===== src/rtl/uart_pkg.sv =====
// Shared constants for the UART transmit arbiter: byte width, requester limit
// and the scheduler state encoding.
package uart_pkg;

    localparam int unsigned BYTE_W  = 8;
    localparam int unsigned MAX_REQ = 8;
    localparam int unsigned IDX_W   = $clog2(MAX_REQ);

    localparam logic [1:0] ST_IDLE      = 2'd0;
    localparam logic [1:0] ST_WAIT_LOW  = 2'd1;
    localparam logic [1:0] ST_WAIT_HIGH = 2'd2;

    typedef enum logic [1:0] {
        S_IDLE      = ST_IDLE,
        S_WAIT_LOW  = ST_WAIT_LOW,
        S_WAIT_HIGH = ST_WAIT_HIGH
    } state_e;

endpackage


===== src/rtl/uart_tx_arbiter_rr_pick.sv =====
// Combinational rotate-priority picker: first set request at or after start_i,
// wrapping modulo N, returned one-hot and as an encoded index.
module rr_pick
    import uart_pkg::*;
#(
    parameter int unsigned N = 4
) (
    input  logic [N-1:0]     req_i,
    input  logic [IDX_W-1:0] start_i,
    output logic [N-1:0]     grant_o,
    output logic [IDX_W-1:0] idx_o
);

    logic [N-1:0]     rot;
    logic [IDX_W-1:0] pos;
    logic [IDX_W:0]   sum;
    logic             found;

    always_comb begin
        rot   = N'({req_i, req_i} >> start_i);
        pos   = '0;
        found = 1'b0;
        // Descending scan so the lowest rotated position wins.
        for (int k = N - 1; k >= 0; k--) begin
            if (rot[k]) begin
                pos   = IDX_W'(k);
                found = 1'b1;
            end
        end
        sum = (IDX_W + 1)'(start_i) + (IDX_W + 1)'(pos);
        if (sum >= (IDX_W + 1)'(N)) begin
            sum = sum - (IDX_W + 1)'(N);
        end
        idx_o   = sum[IDX_W-1:0];
        grant_o = found ? (N'(1) << idx_o) : '0;
    end

endmodule


===== src/rtl/uart_tx_arbiter.sv =====
// Round-robin scheduler sharing one UART transmitter between NUM_REQ byte
// producers, with optional packet lock and idle-timeout lock release.
module uart_tx_arbiter
    import uart_pkg::*;
#(
    parameter int unsigned NUM_REQ      = 4,
    parameter int unsigned LOCK_TIMEOUT = 1023
) (
    input  logic                      clk_i,
    input  logic                      rst_ni,
    input  logic [NUM_REQ-1:0]        req_valid_i,
    input  logic [BYTE_W*NUM_REQ-1:0] req_data_i,
    input  logic [NUM_REQ-1:0]        req_last_i,
    output logic [NUM_REQ-1:0]        req_ready_o,
    output logic [BYTE_W-1:0]         tx_data_o,
    output logic                      tx_en_o,
    input  logic                      tx_done_i,
    output logic                      busy_o,
    output logic [IDX_W-1:0]          owner_o,
    output logic                      lock_o
);

    localparam int unsigned CNT_W = (LOCK_TIMEOUT > 1) ? $clog2(LOCK_TIMEOUT + 1) : 1;

    state_e             state_q;
    logic [IDX_W-1:0]   rr_ptr_q;
    logic [IDX_W-1:0]   owner_q;
    logic               lock_q;
    logic [CNT_W-1:0]   cnt_q;
    logic [BYTE_W-1:0]  tx_data_q;
    logic               tx_en_q;

    logic [NUM_REQ-1:0] owner_mask;
    logic               owner_valid;
    logic [NUM_REQ-1:0] eligible;
    logic [NUM_REQ-1:0] pick_grant;
    logic [IDX_W-1:0]   pick_idx;
    logic               offer;
    logic               accept;
    logic [BYTE_W-1:0]  sel_data;
    logic               sel_last;
    logic [IDX_W-1:0]   next_ptr;
    logic               idle_tick;
    logic               timeout_hit;

    // While locked only the owner may be offered a slot.
    always_comb begin
        owner_mask  = NUM_REQ'(1) << owner_q;
        owner_valid = |(req_valid_i & owner_mask);
        eligible    = lock_q ? (req_valid_i & owner_mask) : req_valid_i;
    end

    rr_pick #(
        .N       (NUM_REQ)
    ) u_pick (
        .req_i   (eligible),
        .start_i (rr_ptr_q),
        .grant_o (pick_grant),
        .idx_o   (pick_idx)
    );

    always_comb begin
        offer       = (state_q == S_IDLE) && tx_done_i && rst_ni;
        req_ready_o = offer ? pick_grant : '0;
        accept      = offer && (|pick_grant);
    end

    always_comb begin
        sel_data = '0;
        sel_last = 1'b0;
        for (int k = 0; k < NUM_REQ; k++) begin
            if (pick_grant[k]) begin
                sel_data = req_data_i[BYTE_W*k +: BYTE_W];
                sel_last = req_last_i[k];
            end
        end
    end

    // Idle cycles are counted only while the owner has nothing to send.
    always_comb begin
        next_ptr    = (owner_q == IDX_W'(NUM_REQ - 1)) ? '0 : owner_q + 1'b1;
        idle_tick   = (LOCK_TIMEOUT != 0) && lock_q && (state_q == S_IDLE) && !owner_valid;
        timeout_hit = idle_tick && (cnt_q == CNT_W'(LOCK_TIMEOUT - 1));
    end

    always_ff @(posedge clk_i or negedge rst_ni) begin
        if (!rst_ni) begin
            state_q   <= S_IDLE;
            rr_ptr_q  <= '0;
            owner_q   <= '0;
            lock_q    <= 1'b0;
            cnt_q     <= '0;
            tx_data_q <= '0;
            tx_en_q   <= 1'b0;
        end else begin
            tx_en_q <= 1'b0;
            case (state_q)
                S_IDLE: begin
                    if (accept) begin
                        tx_data_q <= sel_data;
                        tx_en_q   <= 1'b1;
                        owner_q   <= pick_idx;
                        lock_q    <= !sel_last;
                        cnt_q     <= '0;
                        state_q   <= S_WAIT_LOW;
                    end else if (timeout_hit) begin
                        lock_q   <= 1'b0;
                        rr_ptr_q <= next_ptr;
                        cnt_q    <= '0;
                    end else if (idle_tick) begin
                        cnt_q <= cnt_q + 1'b1;
                    end
                end
                // done must be seen low before its rise can mean "finished".
                S_WAIT_LOW: begin
                    if (!tx_done_i) begin
                        state_q <= S_WAIT_HIGH;
                    end
                end
                S_WAIT_HIGH: begin
                    if (tx_done_i) begin
                        state_q <= S_IDLE;
                        if (!lock_q) begin
                            rr_ptr_q <= next_ptr;
                        end
                    end
                end
                default: state_q <= S_IDLE;
            endcase
        end
    end

    assign tx_data_o = tx_data_q;
    assign tx_en_o   = tx_en_q;
    assign owner_o   = owner_q;
    assign lock_o    = lock_q;
    assign busy_o    = (state_q != S_IDLE) || lock_q;

endmodule


===== config.mk =====
export PLATFORM = sky130hd
export DESIGN_NAME = uart_tx_arbiter
export DESIGN_NICKNAME = d
export VERILOG_FILES = /design/src/rtl/uart_pkg.sv /design/src/rtl/uart_tx_arbiter_rr_pick.sv /design/src/rtl/uart_tx_arbiter.sv
export SDC_FILE = /design/constraint.sdc
export NUM_CORES = 1
export LEC_CHECK = 0
export CORE_MARGIN = 5
export CORE_UTILIZATION = 48
export DETAILED_ROUTE_END_ITERATION = 8
export GPL_TIMING_DRIVEN = 0
export PLACE_DENSITY = 0.81
export SLEW_MARGIN = 10
export SYNTH_ARGS = -nofsm -noshare
export SYNTH_HDL_FRONTEND = slang
export SYNTH_HIERARCHICAL = 1
export SYNTH_SLANG_ARGS = --single-unit

===== constraint.sdc =====
create_clock -name clk_i -period 6.6 [get_ports clk_i]
set_clock_uncertainty 0.1 [all_clocks]
set_input_delay 1.32 -clock clk_i [delete_from_list [all_inputs] [get_ports clk_i]]
set_output_delay 1.32 -clock clk_i [all_outputs]
set_load 0.02 [all_outputs]

==> key figures <==
Logic synthesis
  • Synth Cell Area: roughly 2100 um^2
  • Post-synthesis sequential area ratio: 0.330
  • Count leader, synth: dfrtp_1
  • Warnings, synthesis: 6
  • Post-synth EDFFs: 0
  • Primary FF master, synth: dfrtp_1
  • Synth unique cells: 57
  • Mean Syn Cell Area: roughly 8.5 um^2
  • Synth top area share: 0.330
  • Post-synthesis register bit count: 28
  • Cell count after synthesis: ~250
  • Post-synth top cells: dfrtp_1 (28), a21oi_1 (25), nand2_1 (20), nor2_1 (19), inv_1 (14)
  • Yosys top cell by area: dfrtp_1
  • Ranking of synthesized cells by area: dfrtp_1 (33%), a21oi_1 (5.9%), ha_1 (4.7%)
  • Async SR Flop Fraction: 1.00
  • Syn nets: ~300

Cells and area
  • Fraction of layout cells with a size suffix above 1: 0.0799
  • Cell Count, Final, Fillers Out: roughly 370
  • Ant. Diodes: 0
  • Area delta synth->final: 36.5%
  • Fin nets: ~370

Flow run
  • MaxCap Viol Count: 0

Power and ir drop
  • Pwr/cell area: around 500 nW/um^2
  • P_int: just under 0.8 mW
  • Sw frac: 0.471
  • Tot Pwr: between 1 and 1.5 mW
  • Clock power frac: 0.095
  • Seq pwr share: 0.198
  • Leakage Power: 1.24 nW
  • Comb pwr share: 0.707
  • Switch Pwr: roughly 0.7 mW
  • Max rail drop VDD: ~0.26 mV

Route
  • Detail-routed via count per cell: around 6.0
  • Drt initial violations: around 110
  • Final WL: just under 6 mm
  • Routed WL per cell: 16.2 um
  • DR DRC count: 0
  • Drt first pass iters: 4
  • Vias: approximately 2200
  • Post-route ant nets: 0

Global routing
  • Vias in the first global route: 2121
  • GRT overflow: 0
  • Initial antenna violation count: 0
  • Gr usage total: 0.194
  • First-pass GRT wire length: between 9 and 10 mm
  • Pin count of the biggest net entering global routing: 31

Floorplan
  • Die height: roughly 76 um
  • Die Wd: ~76 um
  • Num rows: 24
  • I/O pins: 61
  • Core Area: ~4300 um^2
  • Die ar.: 5850 um^2
  • Effective utilization at floorplan: 0.490

Clock network
  • Sink Count: 28
  • Worst-Skew Late Latency: between 0.2 and 0.3 ns
  • CTS Buf Count: 3
  • Max Root-Sink Buffers: 2
  • Post CTS Setup Buffer Count: 0
  • CTS tree: yes
  • CTS HTree Levels: 1
  • Clk slew on worst S/H paths: around 0.11 ns
  • CTS root buf: clkbuf_8

Worst setup path
  • Critical Path End Type: primary output
  • CP Launch Type: primary input
  • Critical path required time: between 5 and 6 ns
  • CP Class: in2out
  • CP Max Fanout: 5
  • Worst Path Arrival: 4.80 ns

Worst hold path
  • Worst hold path type: reg2reg

STA
  • Hold Slack: just under 0.4 ns
  • Tcrit/Tclk final: 0.942
  • Slew of the pin with the lowest slew margin: 0.697 ns
  • Final setup fails: 0
  • Slew Viols, Final: 0
  • Min Tclk post-route: 6.22 ns
  • Setup TNS: 0 ns
  • Fin worst setup slack: slightly below 0.4 ns
  • RSZ-0062 raised after global routing: no
  • Hold violation count in the final report: 0
  • Slew HR: 0.535
  • F_max: 161 MHz

Placement
  • Gpl congestion: about 0.80
  • Final HPWL DP: about 4.4 mm
  • Inst Count DP: approximately 360
  • IO buf count: 60
  • Pre-CTS WS: -0.537 ns

Status
  • Status: finished clean
## sequential cells by signal, indices dropped and copies added (netlist names)
| register | count |
|---|---|
| lock_o | 1 |
| state_q | 2 |
| tx_data_o | 8 |
| tx_en_o | 1 |
| rr_ptr_q | 3 |
| cnt_q | 10 |
| owner_o | 3 |
## through the flow
step | util | cell area (um^2)
6_report | 0.670 | 2900
2_1_floorplan | - | 2120
5_1_grt | 0.670 | 2900
3_3_place_gp | 0.644 | 2790
3_5_place_dp | 0.643 | 2780
4_1_cts | 0.662 | 2860
## cell usage in the layout (no fill, tap or decap), types with 7 or more instances in the layout
| cell type | synthesis | final |
|---|---|---|
| nand3_1 | 10 | 10 |
| a211o_1 | 7 | 7 |
| nand2_1 | 20 | 20 |
| ha_1 | 8 | 8 |
| and2_1 | 7 | 7 |
| nor2_1 | 19 | 19 |
| dfrtp_1 | 28 | 28 |
| inv_1 | 14 | 14 |
| o21ai_0 | 11 | 11 |
| a221oi_1 | 9 | 9 |
| a21oi_1 | 25 | 25 |
| clkdlybuf4s50_1 | 0 | 56 |
## metal layers
metal / vias up / track usage / share of wire
met2: 67 / 0.353 / 0.50
li1: 1058 / - / -
met3: 8 / 0.0390 / 0.072
met4: 0 / 0.0297 / 0.0073
met5: - / 0 / 0
met1: 1071 / 0.240 / 0.42
## kinds of logic (layout without fill, tap and decap cells)
kind of cell	Yosys count	in the layout	synth area share
simple gates	100	100	0.273
compound gates	78	78	0.260
buf+inv	29	93	0.0566
flops	28	28	0.330
fa+ha+maj	9	9	0.0566
mux	4	4	0.0201
xor+xnor	1	1	0.00413
## critical path, cell delays in order
cell and delay (ns):
clkdlybuf4s50_1 0.48, a21boi_1 0.35, nor2b_1 0.27, a21oi_1 0.08, nor2_1 0.10, o2bb2ai_1 0.09
ha_1 0.21, fa_1 0.37, nand2_1 0.07, nor2_1 0.06, a311o_1 0.37, nor3_2 0.26
and2_1 0.17, clkdlybuf4s50_1 0.60
## cell type report
cell class / instances / area, um^2
fill: 386 / 1430
multi-input combinational: 192 / 1320
sequential: 28 / 701
timing repair buffer: 60 / 603
buffer: 14 / 83.8
tap: 52 / 65.1
inverter: 15 / 56.3
clock buffer: 3 / 41.3
clock inverter: 1 / 30.0
## power groups by stage
stage	Combinational [mW]	Sequential, mW	Clock (mW)
after global placement	0.979	0.293	0
after floorplan	0.667	0.330	0
after global routing	1.15	0.304	0.149
after CTS	1.01	0.292	0.141
after detailed placement	0.994	0.295	0
final	1.05	0.293	0.141
## path summary, 6_finish.rpt
path | cells past startpoint | endpoint | start | slack, ns
max | 14 | req_ready_o[0] | req_valid_i[0] | 0.38
min | 2 | tx_data_o[5]$_DFFE_PN0P_ | tx_data_o[5]$_DFFE_PN0P_ | 0.39
max reg2reg | 21 | owner_o[1]$_DFFE_PN0P_ | owner_o[0]$_DFFE_PN0P_ | 2.22
min reg2reg | 2 | tx_data_o[5]$_DFFE_PN0P_ | tx_data_o[5]$_DFFE_PN0P_ | 0.39
max in group asynchronous | 1 | cnt_q[8]$_DFFE_PN0P_ | rst_ni | 4.98
min in group asynchronous | 1 | cnt_q[3]$_DFFE_PN0P_ | rst_ni | 0.97
## timing repair
| action | 4_1_cts | 5_1_grt |
|---|---|---|
| gates resized for setup | 9 | 13 |
| hold buffers | 0 | 0 |
| endpoints found under the setup margin | 3 | 4 |
No activity file was read; power rests on OpenSTA's default activity.
